### config.mk
export PLATFORM = sky130hd
export DESIGN_NAME = el2_gf_mulred
export DESIGN_NICKNAME = d
export VERILOG_FILES = /design/src/rtl/el2_gf_mulred.sv
export SDC_FILE = /design/constraint.sdc
export NUM_CORES = 1
export LEC_CHECK = 0
export ABC_AREA = 1
export BUFFER_PORTS_ARGS = -buffer_cell sky130_fd_sc_hd__clkbuf_2
export CAP_MARGIN = 20
export CORE_MARGIN = 3
export CORE_UTILIZATION = 55
export DETAILED_ROUTE_END_ITERATION = 6
export PLACE_DENSITY = 0.77
export RECOVER_POWER = 25
export SETUP_SLACK_MARGIN = 0.2
export SLEW_MARGIN = 20
export SYNTH_ARGS = -nofsm -noshare
export SYNTH_HDL_FRONTEND = slang
export SYNTH_SLANG_ARGS = --single-unit
### constraint.sdc
create_clock -name clk -period 3.75 [get_ports clk]
set_input_delay 0.1875 -clock clk [delete_from_list [all_inputs] [get_ports clk]]
set_output_delay 0.1875 -clock clk [all_outputs]
set_load 0.05 [all_outputs]
### src/rtl/el2_gf_mulred.sv
// el2_gf_mulred
//   Iterative GF(2^WIDTH) multiply-and-reduce unit. Computes a(x)*b(x) mod p(x)
//   by consuming DIGIT multiplier bits (MSB first) per clock, with the reduction
//   polynomial p(x) supplied per operation (x^WIDTH term implicit).
//
// Parameters
//   WIDTH : field degree m (>= 2)
//   DIGIT : multiplier bits per cycle; must divide WIDTH
//
// Optional feature
//   GF_MAC_EN : when defined, keeps a last-result register and, for operations
//               captured with in_mac=1, returns (a*b mod p) XOR last-result.
//
// Ports
//   clk, rst_l             : clock, synchronous active-low reset
//   in_valid/in_ready      : operand handshake (ready only in IDLE)
//   in_a, in_b, in_poly    : multiplicand, multiplier, low poly coefficients
//   in_mac                 : accumulate request (used only with GF_MAC_EN)
//   out_valid/out_ready    : result handshake (valid only in DONE)
//   out_data               : result, held until the next BUSY->DONE edge
//   busy                   : high in BUSY or DONE
module el2_gf_mulred #(
  parameter int unsigned WIDTH = 12,
  parameter int unsigned DIGIT = 1
) (
  input  logic             clk,
  input  logic             rst_l,
  input  logic             in_valid,
  output logic             in_ready,
  input  logic [WIDTH-1:0] in_a,
  input  logic [WIDTH-1:0] in_b,
  input  logic [WIDTH-1:0] in_poly,
  input  logic             in_mac,
  output logic             out_valid,
  input  logic             out_ready,
  output logic [WIDTH-1:0] out_data,
  output logic             busy
);

  localparam int unsigned DIG_SAFE = (DIGIT < 1) ? 1 : DIGIT;
  localparam int unsigned N        = WIDTH / DIG_SAFE;
  localparam int unsigned CW       = $clog2(N + 1);

  if ((WIDTH < 2) || (DIGIT < 1) || ((WIDTH % DIG_SAFE) != 0)) begin : g_param_err
    $error("el2_gf_mulred: WIDTH must be >= 2 and DIGIT must divide WIDTH");
  end

  typedef enum logic [1:0] {IDLE, BUSY, DONE} state_t;

  state_t           state_q, state_d;
  logic [WIDTH-1:0] a_q, a_d;
  logic [WIDTH-1:0] b_q, b_d;
  logic [WIDTH-1:0] poly_q, poly_d;
  logic [WIDTH-1:0] acc_q, acc_d;
  logic [WIDTH-1:0] out_data_q, out_data_d;
  logic [CW-1:0]    cnt_q, cnt_d;
  logic [WIDTH-1:0] acc_step;
  logic [WIDTH-1:0] result;

`ifdef GF_MAC_EN
  logic             mac_q, mac_d;
  logic [WIDTH-1:0] last_q, last_d;
`else
  logic             unused_in_mac;
  assign unused_in_mac = in_mac;
`endif

  // DIGIT chained MSB-first shift/reduce/add steps; b_q is kept left-aligned
  // so the current digit always sits in its top bits.
  always_comb begin
    acc_step = acc_q;
    for (int unsigned i = 0; i < DIGIT; i++) begin
      acc_step = {acc_step[WIDTH-2:0], 1'b0}
               ^ (acc_step[WIDTH-1] ? poly_q : '0)
               ^ (b_q[WIDTH-1-i] ? a_q : '0);
    end
  end

`ifdef GF_MAC_EN
  assign result = acc_step ^ (mac_q ? last_q : '0);
`else
  assign result = acc_step;
`endif

  always_comb begin
    state_d    = state_q;
    a_d        = a_q;
    b_d        = b_q;
    poly_d     = poly_q;
    acc_d      = acc_q;
    out_data_d = out_data_q;
    cnt_d      = cnt_q;
`ifdef GF_MAC_EN
    mac_d      = mac_q;
    last_d     = last_q;
`endif
    case (state_q)
      IDLE: begin
        if (in_valid) begin
          a_d     = in_a;
          b_d     = in_b;
          poly_d  = in_poly;
          acc_d   = '0;
          cnt_d   = CW'(N);
          state_d = BUSY;
`ifdef GF_MAC_EN
          mac_d   = in_mac;
`endif
        end
      end
      BUSY: begin
        acc_d = acc_step;
        b_d   = b_q << DIGIT;
        cnt_d = cnt_q - 1'b1;
        // Last digit: publish the result on the same edge the counter hits 0.
        if (cnt_q == CW'(1)) begin
          out_data_d = result;
          state_d    = DONE;
        end
      end
      DONE: begin
        if (out_ready) begin
          state_d = IDLE;
`ifdef GF_MAC_EN
          last_d  = out_data_q;
`endif
        end
      end
      default: state_d = IDLE;
    endcase
  end

  always_ff @(posedge clk) begin
    if (!rst_l) begin
      state_q    <= IDLE;
      a_q        <= '0;
      b_q        <= '0;
      poly_q     <= '0;
      acc_q      <= '0;
      out_data_q <= '0;
      cnt_q      <= '0;
`ifdef GF_MAC_EN
      mac_q      <= 1'b0;
      last_q     <= '0;
`endif
    end else begin
      state_q    <= state_d;
      a_q        <= a_d;
      b_q        <= b_d;
      poly_q     <= poly_d;
      acc_q      <= acc_d;
      out_data_q <= out_data_d;
      cnt_q      <= cnt_d;
`ifdef GF_MAC_EN
      mac_q      <= mac_d;
      last_q     <= last_d;
`endif
    end
  end

  assign in_ready  = (state_q == IDLE);
  assign out_valid = (state_q == DONE);
  assign busy      = (state_q == BUSY) || (state_q == DONE);
  assign out_data  = out_data_q;

endmodule

==> flow_summary.json <==
{
  "core_area_mm2": 0.00524,
  "grt_use_total": 0.235,
  "cts_buffers": 9,
  "path_class": "flip-flop to flip-flop",
  "finClkSkew_ps": 7.17,
  "globalplace.congestion": 0.772,
  "period_share": 0.678,
  "ir_drop_mv": 0.334,
  "start_util": 0.585,
  "post_cts_buffers": 0,
  "drt_iter0_drc": 202,
  "synth.distinct_cells": 24,
  "cp_cell_sequence": "inv_1 -> ha_1 -> inv_1 -> o21ai_4 -> inv_2 -> nand2_1 -> a21oi_1",
  "fin_nets": 547,
  "finalHoldViolCount": 0,
  "layoutNonFillerInstCount": 576,
  "cap_viol_max_count": 0,
  "grt_pass1_vias": 2665,
  "syn_nets": 504,
  "clockBufferDepth": 2,
  "netlist_top_cells_area": "dfxtp_1 43%, nand2_1 16%, inv_1 6.9%",
  "worstHoldStart": "in_a[8]",
  "clk_pin_slew_ps": 70,
  "htreeDepth": 3,
  "ys_ff_latch": 66,
  "status": "complete, no violations",
  "path_common_cell": "inv_1",
  "synth_top_area_cell": "dfxtp_1",
  "synthCells": 458,
  "die_x_um": 80.6,
  "cts_hold_buf": 0,
  "dpl.cell_count": 560,
  "slew_violations": 0,
  "num_rows": 26,
  "grt_max_degree": 39,
  "syn_avg_cell_area_um2": 6.69,
  "fin_total_pwr_mw": 1.70,
  "cp_slowest_stage_delay_ps": 640,
  "worstMarginPinSlew_ps": 938,
  "antenna_cells": 0,
  "cts_tree": "built",
  "holdPathEnd": "a_q[8]",
  "hp-class": "input port to flip-flop",
  "synth_area_mm2": 0.00306,
  "p_leak_nw": 1.66,
  "fmax_mhz": 393,
  "cp-startpoint": "state_q[1]",
  "seq_area_frac_synth": 0.431,
  "insertion_delay_ps": 340,
  "ios": 56,
  "wl_per_cell_um": 11.7,
  "cts_root_buf": "clkbuf_8",
  "dr.pass1.iters": 4,
  "numClockSinks": 66,
  "drive_gt1_frac": 0.115,
  "io_buffers": 54,
  "r2r_cells": 7,
  "remaining_drc_errors": 0,
  "critPathMaxFanout": 28,
  "die_area_mm2": 0.00650,
  "yosysTopAreaCellShare": 0.431,
  "worstSetupEndpointType": "flip-flop",
  "ctsResizeCount": 0,
  "grt_pass1_wl_um": 11800,
  "overflow": 0,
  "ant_nets": 0,
  "path_buf_inv": 3,
  "relSlewSlack": 0.374,
  "layout_common_cells": "127 x nand2_1, 66 x dfxtp_1, 57 x inv_1",
  "power_density_mw_per_mm2": 483,
  "r2r_setup_slack_ps": 1210,
  "area_growth_pct": 14.7,
  "tns_ps": 0,
  "antenna_found_initial": 0,
  "yosys_warnings": 0,
  "utilization": 0.671,
  "rsz0062_at_grt": "no",
  "via_per_inst": 4.98,
  "min_period_ps": 2540,
  "die_y_um": 80.6,
  "path_delay_family": "buffers and inverters",
  "startpoint_type": "flip-flop",
  "cp.arrival_ps": 2730,
  "drt-total-wl_um": 6730,
  "r2r-start": "state_q[1]",
  "hpwlAfterDp_um": 4640,
  "r2r-end": "acc_q[4]",
  "hold_depth": 3,
  "setup_violations": 0,
  "final_common_cell": "nand2_1",
  "slowest_stage": "o21ai_4",
  "vias": 2868,
  "required_ps": 3940
}
==> final cells by class <==
type	count	area (µm²)
Clock buffer	10	128
Multi-Input combinational cell	310	1400
Clock inverter	6	105
Timing Repair Buffer	55	255
Inverter	59	221
Tap cell	70	87.6
Sequential cell	66	1320
Fill cell	477	1720
==> routing by layer <==
layer | vias to the layer above | GRT usage | routed length (µm) | share of wire
met3 | 15 | 0.0370 | 536 | 0.080
li1 | 1524 | - | - | -
met4 | 0 | 0.113 | 158 | 0.023
met1 | 1234 | 0.323 | 3160 | 0.47
met2 | 95 | 0.357 | 2870 | 0.43
met5 | - | 0 | 0 | 0
==> stage by stage <==
stage	setup slack (ps)	hold WS (ps)	area [µm²]
finish	1210	96.9	3510
global route	985	108	3510
CTS	1380	87.4	3540
detailed placement	1390	444	3300
global placement	1440	438	3300
floorplan	1960	347	3060
==> kinds of logic after synthesis <==
family / Yosys count / synth area share
flops: 66 / 0.431
buf+inv: 82 / 0.113
compound gates: 90 / 0.156
xor+xnor: 1 / 0.00286
simple gates: 214 / 0.277
fa+ha+maj: 5 / 0.0204
==> sequential cells by signal (all words and copies together) (netlist names) <==
signal / count
a_q: 12
b_q: 12
cnt_q: 4
acc_q: 12
state_q: 2
poly_q: 12
out_data: 12
==> tightest hold or removal path: stages <==
cell and delay (ps):
clkbuf_2 70, o21ai_0 70, nor2_1 70
==> synthesized netlist by cell type (all sizes together) <==
cell and instances:
nand2 128, dfxtp 66, inv 58, nor2 55, o21ai 49, a21oi 29, nand3 28, buf 13
a31oi 11, clkbuf 10, ha 5, clkinv 1, nand4 1, nor3 1, o22ai 1, or2 1
xor2 1
==> worst max path at each step <==
stage,endpoint,slack (ps),cells past startpoint
global placement,cnt_q[3],1440,8
floorplan,acc_q[6],1960,8
detailed placement,cnt_q[3],1390,8
finish,acc_q[4],1210,7
CTS,cnt_q[3],1380,8
global route,acc_q[1],980,7
==> report_power, final <==
| part | switching, mW | internal (mW) |
|---|---|---|
| clock network | 0.266 | 0.438 |
| logic | 0.142 | 0.0685 |
| registers | 0.0332 | 0.749 |
(Power assumes the default switching activity.)
